## src/rtl/eeg_frame_serializer.sv

```systemverilog
// Decimates oscillator updates into frames and streams each one as
// a header word followed by sign-extended channel words.
module eeg_frame_serializer #(
    parameter int WIDTH          = 18,
    parameter int NUM_CH         = 21,
    parameter int SAMPLE_DIVISOR = 4
) (
    input  logic                    clk,
    input  logic                    rst,
    input  logic                    clk_4khz_en,
    input  logic                    enable,
    input  logic [NUM_CH*WIDTH-1:0] ch_packed,
    input  logic [2:0]              state_select,
    input  logic [2:0]              theta_phase,
    input  logic                    beta_quiet,
    input  logic                    sr_amplification,
    output logic [31:0]             m_data,
    output logic                    m_valid,
    input  logic                    m_ready,
    output logic                    m_last,
    output logic [15:0]             frame_index,
    output logic [15:0]             overrun_count,
    output logic                    busy
);

    localparam int IW = (NUM_CH > 1) ? $clog2(NUM_CH + 1) : 1;
    localparam int CW = (SAMPLE_DIVISOR > 1) ? $clog2(SAMPLE_DIVISOR) : 1;

    typedef enum logic [1:0] {
        IDLE,
        HDR,
        DATA
    } state_t;

    state_t                  state_q, state_d;
    logic                    prev_en_q, prev_en_d;
    logic [CW-1:0]           cnt_q, cnt_d;
    logic [IW-1:0]           idx_q, idx_d;
    logic [NUM_CH*WIDTH-1:0] shadow_q, shadow_d;
    logic                    m_valid_q, m_valid_d;
    logic                    m_last_q, m_last_d;
    logic [31:0]             m_data_q, m_data_d;
    logic [15:0]             frame_q, frame_d;
    logic [15:0]             overrun_q, overrun_d;

    logic          rise, tick, hs, last_hs, capture, drop;
    logic [IW-1:0] nxt_idx;
    logic [WIDTH-1:0] sel;
    logic [31:0]   hdr_word;
    logic [31:0]   sel_word;

    always_comb begin
        rise    = clk_4khz_en & ~prev_en_q;
        tick    = rise && (cnt_q == CW'(SAMPLE_DIVISOR - 1));
        hs      = m_valid_q & m_ready;
        last_hs = (state_q == DATA) && hs && (idx_q == IW'(NUM_CH - 1));
        capture = tick && enable && ((state_q == IDLE) || last_hs);
        drop    = tick && enable && !capture;

        hdr_word = {frame_q + 16'd1, state_select, theta_phase,
                    beta_quiet, sr_amplification, 8'(NUM_CH)};

        // Channel feeding the next data beat: 0 after the header
        nxt_idx = (state_q == HDR) ? '0 : idx_q + IW'(1);
        sel = '0;
        for (int i = 0; i < NUM_CH; i++) begin
            if (nxt_idx == IW'(i)) sel = shadow_q[i*WIDTH +: WIDTH];
        end
        sel_word = {{(32-WIDTH){sel[WIDTH-1]}}, sel};
    end

    always_comb begin
        prev_en_d = clk_4khz_en;
        cnt_d     = cnt_q;
        state_d   = state_q;
        idx_d     = idx_q;
        shadow_d  = shadow_q;
        m_valid_d = m_valid_q;
        m_last_d  = m_last_q;
        m_data_d  = m_data_q;
        frame_d   = frame_q;
        overrun_d = overrun_q;

        if (rise) cnt_d = tick ? '0 : cnt_q + CW'(1);

        if (capture) begin
            frame_d  = frame_q + 16'd1;
            shadow_d = ch_packed;
        end
        if (drop && overrun_q != 16'hFFFF) overrun_d = overrun_q + 16'd1;

        unique case (state_q)
            IDLE: begin
                if (capture) begin
                    state_d   = HDR;
                    m_valid_d = 1'b1;
                    m_last_d  = 1'b0;
                    m_data_d  = hdr_word;
                end
            end
            HDR: begin
                if (hs) begin
                    state_d  = DATA;
                    idx_d    = '0;
                    m_data_d = sel_word;
                    m_last_d = (NUM_CH == 1);
                end
            end
            DATA: begin
                if (last_hs) begin
                    if (capture) begin
                        state_d  = HDR;
                        m_data_d = hdr_word;
                    end else begin
                        state_d   = IDLE;
                        m_valid_d = 1'b0;
                        m_data_d  = '0;
                    end
                    m_last_d = 1'b0;
                end else if (hs) begin
                    idx_d    = nxt_idx;
                    m_data_d = sel_word;
                    m_last_d = (nxt_idx == IW'(NUM_CH - 1));
                end
            end
            default: begin
                state_d   = IDLE;
                m_valid_d = 1'b0;
                m_last_d  = 1'b0;
                m_data_d  = '0;
            end
        endcase
    end

    always_ff @(posedge clk) begin
        if (rst) begin
            prev_en_q <= 1'b0;
            cnt_q     <= '0;
            state_q   <= IDLE;
            idx_q     <= '0;
            shadow_q  <= '0;
            m_valid_q <= 1'b0;
            m_last_q  <= 1'b0;
            m_data_q  <= '0;
            frame_q   <= '0;
            overrun_q <= '0;
        end else begin
            prev_en_q <= prev_en_d;
            cnt_q     <= cnt_d;
            state_q   <= state_d;
            idx_q     <= idx_d;
            shadow_q  <= shadow_d;
            m_valid_q <= m_valid_d;
            m_last_q  <= m_last_d;
            m_data_q  <= m_data_d;
            frame_q   <= frame_d;
            overrun_q <= overrun_d;
        end
    end

    assign m_data        = m_data_q;
    assign m_valid       = m_valid_q;
    assign m_last        = m_last_q;
    assign frame_index   = frame_q;
    assign overrun_count = overrun_q;
    assign busy          = (state_q != IDLE);

endmodule

```

## config.mk

```make
export PLATFORM = sky130hd
export DESIGN_NAME = eeg_frame_serializer
export DESIGN_NICKNAME = d
export VERILOG_FILES = /design/src/rtl/eeg_frame_serializer.sv
export SDC_FILE = /design/constraint.sdc
export NUM_CORES = 1
export LEC_CHECK = 0
export ABC_AREA = 1
export CAP_MARGIN = 25
export CORE_ASPECT_RATIO = 1.5
export CORE_MARGIN = 2
export CORE_UTILIZATION = 51
export DETAILED_ROUTE_END_ITERATION = 12
export PLACE_DENSITY = 0.77
export SETUP_SLACK_MARGIN = 0.2
export SLEW_MARGIN = 5
export SYNTH_ARGS = -nofsm -noshare
export SYNTH_HDL_FRONTEND = slang
export SYNTH_SLANG_ARGS = --single-unit
```

## constraint.sdc

```tcl
create_clock -name clk -period 3.4 [get_ports clk]
set_input_delay 1.02 -clock clk [delete_from_list [all_inputs] [get_ports clk]]
set_output_delay 1.02 -clock clk [all_outputs]
set_load 0.02 [all_outputs]
```

==> results summary <==
The run finished, with violations left. The final reports fail on setup timing. The ratio of final minimum period to clock period came out at 101%.

The clock latency reported for the late side of the worst-skew pair is 0.57 ns. In the global route stage, overall resource usage came out at 36.4%. The endpoint type of the worst setup path is a register. The mean instance size in the synthesized netlist is 6.71 um^2. In the synthesized netlist the dominant register cell turns out to be sky130_fd_sc_hd__dfxtp_1.

The final number of setup-violating endpoints is 4. The number of distinct library cells after synthesis is 39. The arrival time of the worst setup path came out at 3.86 ns. TritonCTS created 43 clock buffers. The final count of pins violating max slew is 0. The biggest fanout along the worst timing path came out at 4. After legalization and detailed placement, the total HPWL measured 55300 um.

The full die area is 41100 um^2. The initial core utilization came out at 51.5%. The clock passes through at most 3 buffers. The clock period minus worst slack came out at 3.44 ns. TritonCTS built the clock tree. The sequential share of the synthesized area is 45.2%. The tree is rooted in a sky130_fd_sc_hd__clkbuf_16.

The final net count is 3831. The wire length of the first global-routing pass is 118000 um. Counting cells, the worst reg-to-reg path comes to 26. The critical path startpoint is idx_q[1]$_SDFFE_PP0P_.

In this run the tightest slew margin relative to its limit is 41.7%. The synthesis-to-finish area growth came out at 39.0%. The number of clock sinks seen by CTS is 454. The power per cell area came out at 409 nW/um^2. The peak ir drop on the vdd network came out at 0.715 mV. The detailed-route wire length is 78600 um. The most common cell after layout, fill and taps aside is sky130_fd_sc_hd__nor2_1. The number of enable-type register cells in the synthesized netlist came out at 0.

The worst setup path is launched from a register. After floorplanning, the core was divided into 89 placement rows. After layout, the worst setup slack is -0.0423 ns.

The capturing element of the worst setup path is m_data[4]$_SDFFE_PP0P_. The iteration count of the initial detailed-routing pass is 8. After synthesis the cells add up to 20100 um^2. The initial antenna violation count came to 4.

At the end of the flow the core is filled with cells to 71.6%. The core region is 39100 um^2. Leaving out fill and tap cells, the most frequent cells in the layout are sky130_fd_sc_hd__nor2_1 (664), sky130_fd_sc_hd__nand2_1 (491), sky130_fd_sc_hd__clkdlybuf4s50_1 (456).

From left edge to right edge, the die measures 166 um. The total DRC errors in the routed layout is 0. The post-place instance area came out at 25400 um^2. The clock transition at the registers of the reported paths is 0.07 ns. The total power after layout came out at 11.4 mW. After detailed routing, the average wire length per cell comes to 19.8 um. Setup repair after global routing could not meet its margin everywhere. The final global-route overflow total came out at 0.

The count of input and output buffers is 457. The final worst clock skew is 0.0140 ns. The net count of the mapped netlist is 3396. After routing the design area is 28000 um^2. The maximum number of pins on one net before global-route repair is 189. In the synthesized netlist, the number of instances is 3000. The weighted congestion reported at the end of routability-driven placement came out at 0.978. The worst setup path is of the register to register kind. The synthesized design contains 454 register bits. Measured along the y axis, the die boundary spans 247 um.

The total number of yosys warnings came out at 0. The post-route antenna net violation count is 0. The via count of the first global-routing pass was 21200.

For flop-to-flop paths, the worst setup slack is -0.04 ns. Summed over all cells, the static leakage comes to 11.3 nW. The worst register-to-register path begins at idx_q[1]$_SDFFE_PP0P_.

The number of H-tree branching levels came out at 2. The DRC marker count from the first detailed-route iteration came out at 2310. In this run the critical register-to-register path is captured at m_data[4]$_SDFFE_PP0P_.

For the pin with the worst max-slew slack, the measured transition is 0.874 ns. The share of async-settable or async-resettable flops after synthesis came out at 0%. The number of top-level pins is 458. The path class of the tightest hold or removal check is register to register. The total number of vias came out at 22200. The number of vias per cell is 5.59. The hold violation total from the final report is 0. The required arrival time at the worst endpoint is 3.82 ns. The post-route netlist has 10.4% of its cells at a drive strength greater than 1. The total of max-cap violations came out at 0. Static timing analysis puts the maximum clock frequency at 291 MHz.
[worst max-delay path: stages, from the launching register on]
cell	delay (ns)
sky130_fd_sc_hd__dfxtp_4	0.36
sky130_fd_sc_hd__ha_4	0.18
sky130_fd_sc_hd__nand2_2	0.08
sky130_fd_sc_hd__inv_2	0.05
sky130_fd_sc_hd__nor2_4	0.13
sky130_fd_sc_hd__nand2_4	0.08
sky130_fd_sc_hd__nand2_4	0.11
sky130_fd_sc_hd__buf_6	0.12
sky130_fd_sc_hd__inv_4	0.04
sky130_fd_sc_hd__nand2_4	0.06
sky130_fd_sc_hd__buf_6	0.12
sky130_fd_sc_hd__buf_6	0.10
sky130_fd_sc_hd__nand3_2	0.07
sky130_fd_sc_hd__nand2_2	0.08
sky130_fd_sc_hd__nand4_1	0.16
sky130_fd_sc_hd__nand2_1	0.17
sky130_fd_sc_hd__nand4_1	0.12
sky130_fd_sc_hd__nand2_1	0.12
sky130_fd_sc_hd__nand4_1	0.18
sky130_fd_sc_hd__nand2_1	0.14
sky130_fd_sc_hd__nand4_1	0.18
sky130_fd_sc_hd__nor2_2	0.23
sky130_fd_sc_hd__nand3b_1	0.12
sky130_fd_sc_hd__nand2_1	0.08
sky130_fd_sc_hd__nand2_1	0.05
sky130_fd_sc_hd__nand2_1	0.08
sky130_fd_sc_hd__a21oi_1	0.08
[through the flow]
step | hold WS [ns] | instances | setup WS, ns | TNS (ns)
final | 0.447 | 3970 | -0.0423 | -0.0898
after global placement | 0.434 | 3849 | -0.301 | -1.33
after global routing | 0.466 | 3970 | -0.135 | -0.635
after floorplan | 0.425 | 3000 | 0.509 | 0
after CTS | 0.446 | 3951 | 0.124 | 0
after detailed placement | 0.436 | 3849 | -0.357 | -2.45
[layer usage]
metal / global-route usage [%] / share of wire, %
met1: 42.7 / 37
met2: 62.9 / 48
met3: 5.03 / 7.3
met4: 22.8 / 7.2
met5: 0 / 0
[registers in the layout (all words and copies together) (netlist names)]
register / flops
m_data: 32
m_valid: 1
prev_en_q: 1
frame_index: 16
overrun_count: 16
state_q: 2
cnt_q: 2
shadow_q: 378
m_last: 1
idx_q: 5
[final cells by class]
type	count	area, um^2
inverter	229	880
sequential	454	9100
timing repair buffer	576	5840
clock inverter	13	254
clock buffer	63	1250
antenna	4	10.0
multi-input combinational	2131	10000
fill	3222	11100
tap	500	626
[synth_stat cells (9+ instances only)]
cell type	number	share of area, %
sky130_fd_sc_hd__nor2_1	693	13
sky130_fd_sc_hd__nand2_1	546	10
sky130_fd_sc_hd__dfxtp_1	454	45
sky130_fd_sc_hd__o21ai_0	452	11
sky130_fd_sc_hd__a21oi_1	217	5.4
sky130_fd_sc_hd__inv_1	216	4.0
sky130_fd_sc_hd__clkbuf_1	171	3.2
sky130_fd_sc_hd__nand4_1	74	2.3
sky130_fd_sc_hd__nand3_1	38	0.94
sky130_fd_sc_hd__a31oi_1	14	0.44
sky130_fd_sc_hd__nor2_2	14	0.44
sky130_fd_sc_hd__nor3_1	14	0.35
sky130_fd_sc_hd__buf_2	11	0.27
sky130_fd_sc_hd__nand2_2	10	0.31
sky130_fd_sc_hd__inv_2	9	0.17
[where the power goes]
group | switching (mW) | internal, mW | total [mW]
Clock | 2.15 | 3.09 | 5.24
Sequential | 0.0301 | 5.37 | 5.40
Combinational | 0.316 | 0.481 | 0.797
[worst min-delay path by stage]
stage	start	endpoint	cells past startpoint	slack (ns)
finish	shadow_q[236]$_SDFFE_PP0P_	shadow_q[236]$_SDFFE_PP0P_	2	0.45
CTS	shadow_q[236]$_SDFFE_PP0P_	shadow_q[236]$_SDFFE_PP0P_	2	0.45
floorplan	shadow_q[162]$_SDFFE_PP0P_	shadow_q[162]$_SDFFE_PP0P_	2	0.42
global route	shadow_q[374]$_SDFFE_PP0P_	shadow_q[374]$_SDFFE_PP0P_	2	0.47
detailed placement	shadow_q[236]$_SDFFE_PP0P_	shadow_q[236]$_SDFFE_PP0P_	2	0.44
global placement	shadow_q[236]$_SDFFE_PP0P_	shadow_q[236]$_SDFFE_PP0P_	2	0.43
[cell families (layout without fill, tap and decap cells)]
group                      count (synthesis)  count (layout)  synth area share, %
other                                      0               4                    0
DFF                                      454             454                 45.2
and+or+nand+nor                         1417            1417                 28.6
AOI/OAI and AO/OA                        700             700                 17.7
buffers and inverters                    415             881                 7.85
xor gates and xnor gates                   9               9                0.392
adders and majority gates                  5               5                0.311
[what timing repair did]
| item | CTS | global route |
|---|---|---|
| pin swaps | 37 | 72 |
| hold buffers | 0 | 0 |
| endpoints found under the setup margin | 13 | 33 |
| resized for setup | 73 | 121 |
| gates cloned | 2 | 2 |
| hold endpoints to repair | 0 | 0 |
| buffers inserted | 24 | 13 |
(Power assumes the default switching activity.)
